File: config.mk
export PLATFORM = sky130hd
export DESIGN_NAME = chimera_clu_pwr_sequencer
export DESIGN_NICKNAME = d
export VERILOG_FILES = /design/src/rtl/chimera_pkg.sv /design/src/rtl/chimera_clu_pwr_sequencer_rr_arb.sv /design/src/rtl/chimera_clu_pwr_sequencer.sv
export SDC_FILE = /design/constraint.sdc
export NUM_CORES = 1
export LEC_CHECK = 0
export ABC_CLOCK_PERIOD_IN_PS = 7500
export BUFFER_PORTS_ARGS = -buffer_cell sky130_fd_sc_hd__buf_4
export CAP_MARGIN = 10
export CORE_MARGIN = 5
export CORE_UTILIZATION = 38
export DETAILED_ROUTE_END_ITERATION = 8
export HOLD_SLACK_MARGIN = 0.02
export PLACE_DENSITY_LB_ADDON = 0.15
export SYNTH_ARGS = -nofsm -noshare
export SYNTH_HDL_FRONTEND = slang
export SYNTH_SLANG_ARGS = --single-unit
File: constraint.sdc
create_clock -name soc_clk_i -period 7.5 [get_ports soc_clk_i]
set_clock_uncertainty 0.05 [all_clocks]
set_input_delay 0.375 -clock soc_clk_i [delete_from_list [all_inputs] [get_ports soc_clk_i]]
set_output_delay 0.375 -clock soc_clk_i [all_outputs]
set_load 0.05 [all_outputs]
File: src/rtl/chimera_pkg.sv
// Shared types and default constants for the cluster power sequencer.
// Ports: none (package only).
// Holds the sequencer state enum and the default cycle counts.
package chimera_pkg;

  localparam int ExtClusters     = 5;
  localparam int CluRstCycles    = 8;
  localparam int CluSettleCycles = 4;
  localparam int CluDrainTimeout = 255;

  typedef enum logic [2:0] {
    IDLE      = 3'd0,
    UP_RST    = 3'd1,
    UP_SETTLE = 3'd2,
    UP_DONE   = 3'd3,
    DN_ISO    = 3'd4,
    DN_DRAIN  = 3'd5,
    DN_RST    = 3'd6,
    DN_CLK    = 3'd7
  } clu_seq_state_e;

  function automatic int max3(input int a, input int b, input int c);
    int m;
    m = (a > b) ? a : b;
    return (m > c) ? m : c;
  endfunction

endpackage

File: src/rtl/chimera_clu_pwr_sequencer_rr_arb.sv
// Round-robin arbiter: grants the first requester at or after the pointer.
// Ports: clk/rst, req vector, take (grant consumed), gnt_vld/gnt_idx.
// Grant is combinational; the pointer moves past the granted index only on take.
module chimera_clu_pwr_sequencer_rr_arb #(
  parameter int NumIn = 5
) (
  input  logic                     clk,
  input  logic                     rst,
  input  logic [NumIn-1:0]         req,
  input  logic                     take,
  output logic                     gnt_vld,
  output logic [$clog2(NumIn)-1:0] gnt_idx
);

  localparam int IdxW = $clog2(NumIn);

  logic [IdxW-1:0] ptr_q;
  logic [IdxW-1:0] cand_idx;
  int              cand;

  always_comb begin
    gnt_vld  = 1'b0;
    gnt_idx  = '0;
    cand     = 0;
    cand_idx = '0;
    for (int off = 0; off < NumIn; off++) begin
      cand     = (int'(ptr_q) + off) % NumIn;
      cand_idx = IdxW'(cand);
      if (!gnt_vld && req[cand_idx]) begin
        gnt_vld = 1'b1;
        gnt_idx = cand_idx;
      end
    end
  end

  always_ff @(posedge clk or posedge rst) begin
    if (rst) begin
      ptr_q <= '0;
    end else if (take && gnt_vld) begin
      ptr_q <= (gnt_idx == IdxW'(NumIn - 1)) ? '0 : gnt_idx + 1'b1;
    end
  end

endmodule

File: src/rtl/chimera_clu_pwr_sequencer.sv
// Sequences clock enable, reset, AXI isolation and widemem bypass per external cluster.
// Ports: soc_clk_i/rst_i; en_req/bypass_cfg/clu_busy/clr_timeout in; per-cluster controls,
// status (clu_on, timeout) and sequencer state (seq_busy, seq_idx) out, all registered.
module chimera_clu_pwr_sequencer
  import chimera_pkg::*;
#(
  parameter int NumClusters  = ExtClusters,  // must be >= 2
  parameter int RstCycles    = CluRstCycles,
  parameter int SettleCycles = CluSettleCycles,
  parameter int DrainTimeout = CluDrainTimeout
) (
  input  logic                           soc_clk_i,
  input  logic                           rst_i,
  input  logic [NumClusters-1:0]         en_req_i,
  input  logic [NumClusters-1:0]         bypass_cfg_i,
  input  logic [NumClusters-1:0]         clu_busy_i,
  input  logic                           clr_timeout_i,
  output logic [NumClusters-1:0]         clu_clk_en_o,
  output logic [NumClusters-1:0]         clu_rst_no,
  output logic [NumClusters-1:0]         clu_isolate_o,
  output logic [NumClusters-1:0]         widemem_bypass_o,
  output logic [NumClusters-1:0]         clu_on_o,
  output logic                           seq_busy_o,
  output logic [$clog2(NumClusters)-1:0] seq_idx_o,
  output logic [NumClusters-1:0]         timeout_o
);

  localparam int IdxW = $clog2(NumClusters);
  localparam int CntW = $clog2(max3(RstCycles, SettleCycles, DrainTimeout) + 1);

  localparam logic [CntW-1:0] RstLoad    = CntW'(RstCycles - 1);
  localparam logic [CntW-1:0] SettleLoad = CntW'(SettleCycles - 1);
  localparam logic [CntW-1:0] DrainLoad  = CntW'(DrainTimeout);

  clu_seq_state_e state_q, state_d;
  logic [CntW-1:0] cnt_q, cnt_d;

  logic [NumClusters-1:0] clk_en_d, rst_n_d, iso_d, byp_d, on_d, tmo_d;
  logic [IdxW-1:0]        idx_d;
  logic                   busy_d;

  logic [NumClusters-1:0] arb_req;
  logic                   arb_take;
  logic                   gnt_vld;
  logic [IdxW-1:0]        gnt_idx;

  // Only look for new work while idle; requests changing mid-sequence wait for IDLE.
  assign arb_req = (en_req_i ^ clu_on_o) & {NumClusters{state_q == IDLE}};

  chimera_clu_pwr_sequencer_rr_arb #(
    .NumIn(NumClusters)
  ) u_arb (
    .clk    (soc_clk_i),
    .rst    (rst_i),
    .req    (arb_req),
    .take   (arb_take),
    .gnt_vld(gnt_vld),
    .gnt_idx(gnt_idx)
  );

  // Outputs are computed as the value they take on entry to the next state,
  // so every control change lands exactly on the state transition edge.
  always_comb begin
    state_d  = state_q;
    cnt_d    = cnt_q;
    arb_take = 1'b0;
    idx_d    = seq_idx_o;
    clk_en_d = clu_clk_en_o;
    rst_n_d  = clu_rst_no;
    iso_d    = clu_isolate_o;
    byp_d    = widemem_bypass_o;
    on_d     = clu_on_o;
    // A timeout set below overrides a coincident clear.
    tmo_d    = timeout_o & ~{NumClusters{clr_timeout_i}};

    case (state_q)
      IDLE: begin
        if (gnt_vld) begin
          arb_take = 1'b1;
          idx_d    = gnt_idx;
          if (en_req_i[gnt_idx]) begin
            state_d           = UP_RST;
            cnt_d             = RstLoad;
            clk_en_d[gnt_idx] = 1'b1;
            rst_n_d[gnt_idx]  = 1'b0;
            byp_d[gnt_idx]    = bypass_cfg_i[gnt_idx];
          end else begin
            state_d        = DN_ISO;
            cnt_d          = '0;
            iso_d[gnt_idx] = 1'b1;
            on_d[gnt_idx]  = 1'b0;
          end
        end
      end
      UP_RST: begin
        if (cnt_q == '0) begin
          state_d            = UP_SETTLE;
          cnt_d              = SettleLoad;
          rst_n_d[seq_idx_o] = 1'b1;
        end else begin
          cnt_d = cnt_q - CntW'(1);
        end
      end
      UP_SETTLE: begin
        if (cnt_q == '0) begin
          state_d          = UP_DONE;
          cnt_d            = '0;
          iso_d[seq_idx_o] = 1'b0;
          on_d[seq_idx_o]  = 1'b1;
        end else begin
          cnt_d = cnt_q - CntW'(1);
        end
      end
      UP_DONE: begin
        state_d = IDLE;
        cnt_d   = '0;
      end
      DN_ISO: begin
        state_d = DN_DRAIN;
        cnt_d   = DrainLoad;
      end
      DN_DRAIN: begin
        // cnt_q == 1 marks the last of DrainTimeout cycles spent here.
        if (!clu_busy_i[seq_idx_o] || cnt_q == CntW'(1)) begin
          state_d            = DN_RST;
          cnt_d              = RstLoad;
          rst_n_d[seq_idx_o] = 1'b0;
          if (clu_busy_i[seq_idx_o]) tmo_d[seq_idx_o] = 1'b1;
        end else begin
          cnt_d = cnt_q - CntW'(1);
        end
      end
      DN_RST: begin
        if (cnt_q == '0) begin
          state_d             = DN_CLK;
          cnt_d               = '0;
          clk_en_d[seq_idx_o] = 1'b0;
        end else begin
          cnt_d = cnt_q - CntW'(1);
        end
      end
      DN_CLK: begin
        state_d = IDLE;
        cnt_d   = '0;
      end
      default: begin
        state_d = IDLE;
        cnt_d   = '0;
      end
    endcase

    busy_d = (state_d != IDLE);
  end

  always_ff @(posedge soc_clk_i or posedge rst_i) begin
    if (rst_i) begin
      state_q          <= IDLE;
      cnt_q            <= '0;
      clu_clk_en_o     <= '0;
      clu_rst_no       <= '0;
      clu_isolate_o    <= '1;
      widemem_bypass_o <= '0;
      clu_on_o         <= '0;
      seq_busy_o       <= 1'b0;
      seq_idx_o        <= '0;
      timeout_o        <= '0;
    end else begin
      state_q          <= state_d;
      cnt_q            <= cnt_d;
      clu_clk_en_o     <= clk_en_d;
      clu_rst_no       <= rst_n_d;
      clu_isolate_o    <= iso_d;
      widemem_bypass_o <= byp_d;
      clu_on_o         <= on_d;
      seq_busy_o       <= busy_d;
      seq_idx_o        <= idx_d;
      timeout_o        <= tmo_d;
    end
  end

endmodule

### Word-level counts from Yosys, hierarchy flattened

Index checks and enable logic that the tools add are counted.

| cells by class | value |
|---|---|
| add/subtract/negate cells | 6 |
| divide/modulo/power cells | 5 |
| order comparisons | 9 |
| eq/ne operators | 16 |
| muxes and demuxes | 67 |
| bitwise operators | 16 |
| reductions and logical operators | 26 |

Operators with widths:

| kind | count |
|---|---|
| 32-bit by 4-bit remainder unit with 32-bit output (second input constant) | 4 |
| 5-bit 2-to-1 mux | 16 |
| 8-bit case mux with 6 select lines | 1 |
| 3-bit 2-to-1 mux | 13 |
| 5-bit AND | 7 |
| 4-bit by 4-bit remainder unit with 32-bit output (second input constant) | 1 |
| 8-bit 2-to-1 mux | 4 |
| 5-bit case mux with 2 select lines | 3 |
| 3-bit by 4-bit < comparator with 1-bit output (second input constant) | 7 |
| 5-bit OR | 5 |
| 1-bit binary-select mux with 3-bit select | 8 |
| 3-bit case mux with 7 select lines | 1 |
| 1-bit 2-to-1 mux | 17 |
| 3-bit equality test (second input constant) | 5 |
| 5-bit NOT | 3 |
| 5-bit case mux with 3 select lines | 1 |
| 2-bit inequality test (second input constant) | 5 |
| 3-bit by 2-bit adder with 4-bit output (second input constant) | 2 |
| 8-bit by 1-bit equality test with 1-bit output (second input constant) | 1 |
| 8-bit zero test | 1 |
| 4-bit AND reduction | 2 |
| 8-bit by 1-bit subtractor with 8-bit output (second input constant) | 1 |
| 1-bit logical AND | 7 |
| 1-bit demux with 3-bit select | 2 |
| 18 further kinds | 28 |

| storage, ports and cells | value |
|---|---|
| flip-flop bits (word level) | 48 |
| input bits | 18 |
| output and inout bits | 34 |
| logic and storage cells | 156 |

### Depth between registers and ports, before layout

| logic depth | value |
|---|---|
| depth after elaboration | 26 |
| depth in mapped cells | 27 |
| mapped depth without buffers | 23 |

### Hierarchy

From an unflattened synthesis, not the netlist that was laid out.

| unflattened totals | value |
|---|---|
| cell total of the unflattened synthesis | 494 |
| area total of the unflattened synthesis | 4242.8 um2 |

By module, submodules not included:

| module | instances | cells an instance | area each (um2) | seq. area each (um2) |
|---|---|---|---|---|
| chimera_clu_pwr_sequencer | 1 | 286 | 2576.2 | 1132.3 |
| chimera_clu_pwr_sequencer_rr_arb | 1 | 208 | 1666.6 | 75.1 |

### Worst setup path before layout

OpenSTA, ideal clock, no wires.

| path | value |
|---|---|
| path kind | flip-flop to flip-flop |
| start point | register u_arb.ptr_q[0] |
| end point | register widemem_bypass_o[0] |
| data arrival time | 5.625 ns |
| data required time | 7.325 ns |
| setup slack | 1.700 ns |
| cell stages (with the launch flop) | 24 |
| buffers on the path | 2 |
| period minus slack after synthesis | 5.800 ns |
| cell sequence | dfrtp_1 buf_4 inv_1 clkbuf_1 ha_1 xnor2_4 inv_2 ha_1 nor2_1 a21oi_2 xnor2_1 inv_1 ha_1 nor2b_1 o41ai_4 nor3b_1 o211ai_1 a211o_1 a22oi_1 mux2_2 o41ai_4 nor2b_4 a211o_1 mux2_4 |

| on the way | value |
|---|---|
| longest elaborated chain between the ends | 21 |
| elaborated cells between the ends (all ways) | 48 |

Ends and longest elaborated chain:

| what | line | RTL |
|---|---|---|
| start, declared | chimera_clu_pwr_sequencer_rr_arb.sv:17 | `logic [IdxW-1:0] ptr_q;` |
| start signal, assigned | chimera_clu_pwr_sequencer_rr_arb.sv:40 | `ptr_q <= (gnt_idx == IdxW'(NumIn - 1)) ? '0 : gnt_idx + 1'b1;` |
| branches (longest 21 deep; another with 32-bit by 4-bit remainder unit with 32-bit output) | n/a |  |
| end signal, assigned | chimera_clu_pwr_sequencer.sv:173 | `widemem_bypass_o <= byp_d;` |
| end, declared | chimera_clu_pwr_sequencer.sv:21 | `output logic [NumClusters-1:0] widemem_bypass_o,` |

Several ways; the timed one is not identified. The select of a mux whose other input is x is not followed.
A chain may end at the register's enable or synchronous reset.

### Final worst setup path

| path | value |
|---|---|
| start point | register u_arb.ptr_q[1] |
| end point | register clu_isolate_o[2] |

| on the way | value |
|---|---|
| longest elaborated chain between the ends | 24 |
| elaborated cells between the ends (all ways) | 51 |

Ends and longest elaborated chain:

| what | line | RTL |
|---|---|---|
| branches (longest 24 deep; another with 32-bit by 4-bit remainder unit with 32-bit output) | n/a |  |
| end signal, assigned | chimera_clu_pwr_sequencer.sv:172 | `clu_isolate_o <= iso_d;` |
| end, declared | chimera_clu_pwr_sequencer.sv:20 | `output logic [NumClusters-1:0] clu_isolate_o,` |

Several ways; the timed one is not identified. The select of a mux whose other input is x is not followed.

==> results.cfg <==
[worst_setup_path]
crit_fanout = 13
start_kind = register
r2r_cells = 20
worstReg2RegStart = u_arb.ptr_q[1]$_DFFE_PP0P_
crit_slowest_cell = ha_1
endpoint_kind = register
rrSetupSlack_ns = 0.98
required_ns = 7.64
cp.buffers_inverters = 3
cp.depth = 20
crit_path_max_incr_delay_ns = 0.65
timing.rr.end = clu_isolate_o[2]$_DFFE_PP1P_
critPathKind = register to register
worstPathCellList = inv_1 > ha_1 > inv_1 > ha_1 > nor2_1 > a21oi_2 > xnor2_1 > inv_1 > ha_1 > nor2b_1 > o41ai_4 > nor3b_1 > o211ai_1 > a211o_1 > a22oi_1 > mux2_2 > o41ai_4 > nor2b_4 > o21ai_1 > o21ai_0
arrival_ns = 6.66
crit_family = compound AO/OA/AOI/OAI gates

[global_routing]
antenna_found_initial = 0
grtUsageMet1_pct = 25.7
overflow = 0
use_met2_pct = 32.9
grt_max_degree = 49
top_usage_layer = met2
grt_pass1_wl_mm = 21.0
grtUsageMet3_pct = 2.72
grt_pass1_vias = 4008
grt.total_usage_pct = 19.4

[synth]
netlist_area_um2 = 4360
synthTopCellsByCount = nor2_1 (47), nand2_1 (46), dfrtp_1 (43)
synthDominantCellAreaShare_pct = 24.7
syn_nets = 557
yosysUniqueCellTypes = 88
ys.flop_type = dfrtp_1
synth_cells = 512
post-synth-top-count-cell = nor2_1
ys_warn_count = 0
synth_area_leaders = dfrtp_1 (25%), ha_1 (7.5%), nor2_1 (4.0%)
yosys_register_bits = 48
synth_top_area_cell = dfrtp_1
synth_seq_area_share_pct = 27.7
synth_edf_count = 0
avgSynthCellArea_um2 = 8.52
synthArstFlopShare_pct = 100

[floorplan]
io_pins = 52
die_x_um = 117
die-area_um2 = 13700
floorplan.initialDensity_pct = 38.5
rows = 39
core_area_um2 = 11300
die_y_um = 117

[route]
drc = 0
wl_mm = 12.7
drtIter0Drc = 318
vias = 4024
final_antenna_net_count = 0
firstDrtPassIters = 5
vias_per_cell = 5.77
wl_per_cell_um = 18.3

[clock_network]
ctsResizeCount = 0
cts_inserted_buffers = 5
path_clk_slew_ns = 0.07
root_buffer = clkbuf_16
htreeDepth = 2
clkLatencyLatePin_ns = 0.30
ctsHoldBuffers = 0
cts_max_path_buffers = 2
cts_sinks = 48
post-cts-setup-buffer-count = 0
cts_tree = built

[hold_path]
hp-start = clr_timeout_i
min_to = timeout_o[3]$_DFF_PP0_
min_path_cells = 2
hold_class = primary input to register

[sta]
tns_ns = 0
max_slew_margin_pct = 32.3
worstMarginPinSlew_ns = 1.01
setup_violations = 0
period_minus_slack_ns = 6.52
fmax_mhz = 153
period_share_pct = 86.9
hold_viol = 0
rsz0062_at_grt = false
slew_violations = 0
setup_ws_ns = 0.979

[placement]
dpl.hpwl_mm = 9.90
place.gp.congestion = 0.899
post-place-ws_ns = 0.984
port_buffers = 51

[status]
status = finished clean

[run]
drv_cap = 0

[cells_and_area]
antenna_cells = 0
drive_above_1_share_pct = 19.0
areaGrowthSynthToFinish_pct = 15.4
nets = 598
==> placed cells by master, fill, tap and decap left out, drive strengths merged, types with 14 or more instances in the layout <==
| cell | Yosys | layout |
|---|---|---|
| a21oi | 21 | 21 |
| nand2 | 47 | 47 |
| nand3 | 21 | 21 |
| o21ai | 37 | 37 |
| ha | 26 | 26 |
| dfrtp | 43 | 43 |
| buf | 10 | 54 |
| nor2 | 47 | 47 |
| nor3 | 14 | 14 |
| inv | 31 | 32 |
==> worst max-delay path by stage <==
| stage | startpoint | endpoint | slack (ns) |
|---|---|---|---|
| final | u_arb.ptr_q[1]$_DFFE_PP0P_ | clu_isolate_o[2]$_DFFE_PP1P_ | 0.98 |
| after global routing | u_arb.ptr_q[1]$_DFFE_PP0P_ | clu_isolate_o[4]$_DFFE_PP1P_ | 0.50 |
| after CTS | u_arb.ptr_q[1]$_DFFE_PP0P_ | clu_isolate_o[2]$_DFFE_PP1P_ | 0.97 |
| after detailed placement | u_arb.ptr_q[1]$_DFFE_PP0P_ | clu_isolate_o[2]$_DFFE_PP1P_ | 0.98 |
| after global placement | u_arb.ptr_q[1]$_DFFE_PP0P_ | clu_isolate_o[2]$_DFFE_PP1P_ | 1.25 |
| after floorplan | u_arb.ptr_q[0]$_DFFE_PP0P_ | widemem_bypass_o[0]$_DFFE_PP0P_ | 1.70 |
==> sequential cells by signal, indices dropped and copies added (netlist names), 5 cells and up <==
register,count
timeout_o,5
clu_on_o,5
widemem_bypass_o,5
clu_clk_en_o,5
clu_isolate_o,5
clu_rst_no,5
cnt_q,8
==> final cells by class <==
type | count | area (um2)
repair buffers | 54 | 405
multi-input cells | 410 | 2910
inverters | 34 | 140
flip-flops and latches | 48 | 1210
fillers | 1124 | 6280
clock buffers | 5 | 125
well taps | 143 | 179
clock inverters | 3 | 68.8
==> metal layers <==
metal / routed length, um / vias up
li1: - / 1984
met1: 5660 / 1928
met2: 6300 / 92
met3: 493 / 20
met4: 274 / 0
met5: 0 / -
==> cell families (layout without fill, tap and decap cells) <==
logic type / count (synthesis) / count (layout) / share of synthesized area [%]
compound gates: 156 / 156 / 27.4
xor+xnor: 16 / 16 / 3.81
fa+ha+maj: 27 / 27 / 7.91
buf+inv: 54 / 96 / 5.62
flops: 48 / 48 / 27.7
mux: 22 / 22 / 5.45
simple gates: 189 / 189 / 22.2
==> metrics by stage <==
stage / cells / instance area (um2) / util [%] / hold slack [ns]
finish: 697 / 5040 / 44.5 / 0.256
global route: 697 / 5040 / 44.5 / 0.266
CTS: 697 / 5040 / 44.5 / 0.253
detailed placement: 689 / 4840 / 42.8 / 0.442
global placement: 689 / 4840 / 42.8 / 0.446
floorplan: 512 / 4360 / - / 0.424
Power is left out: the tool's default activity adds up to more than one toggle a clock period on the data nets, which glitch-free logic cannot reach.
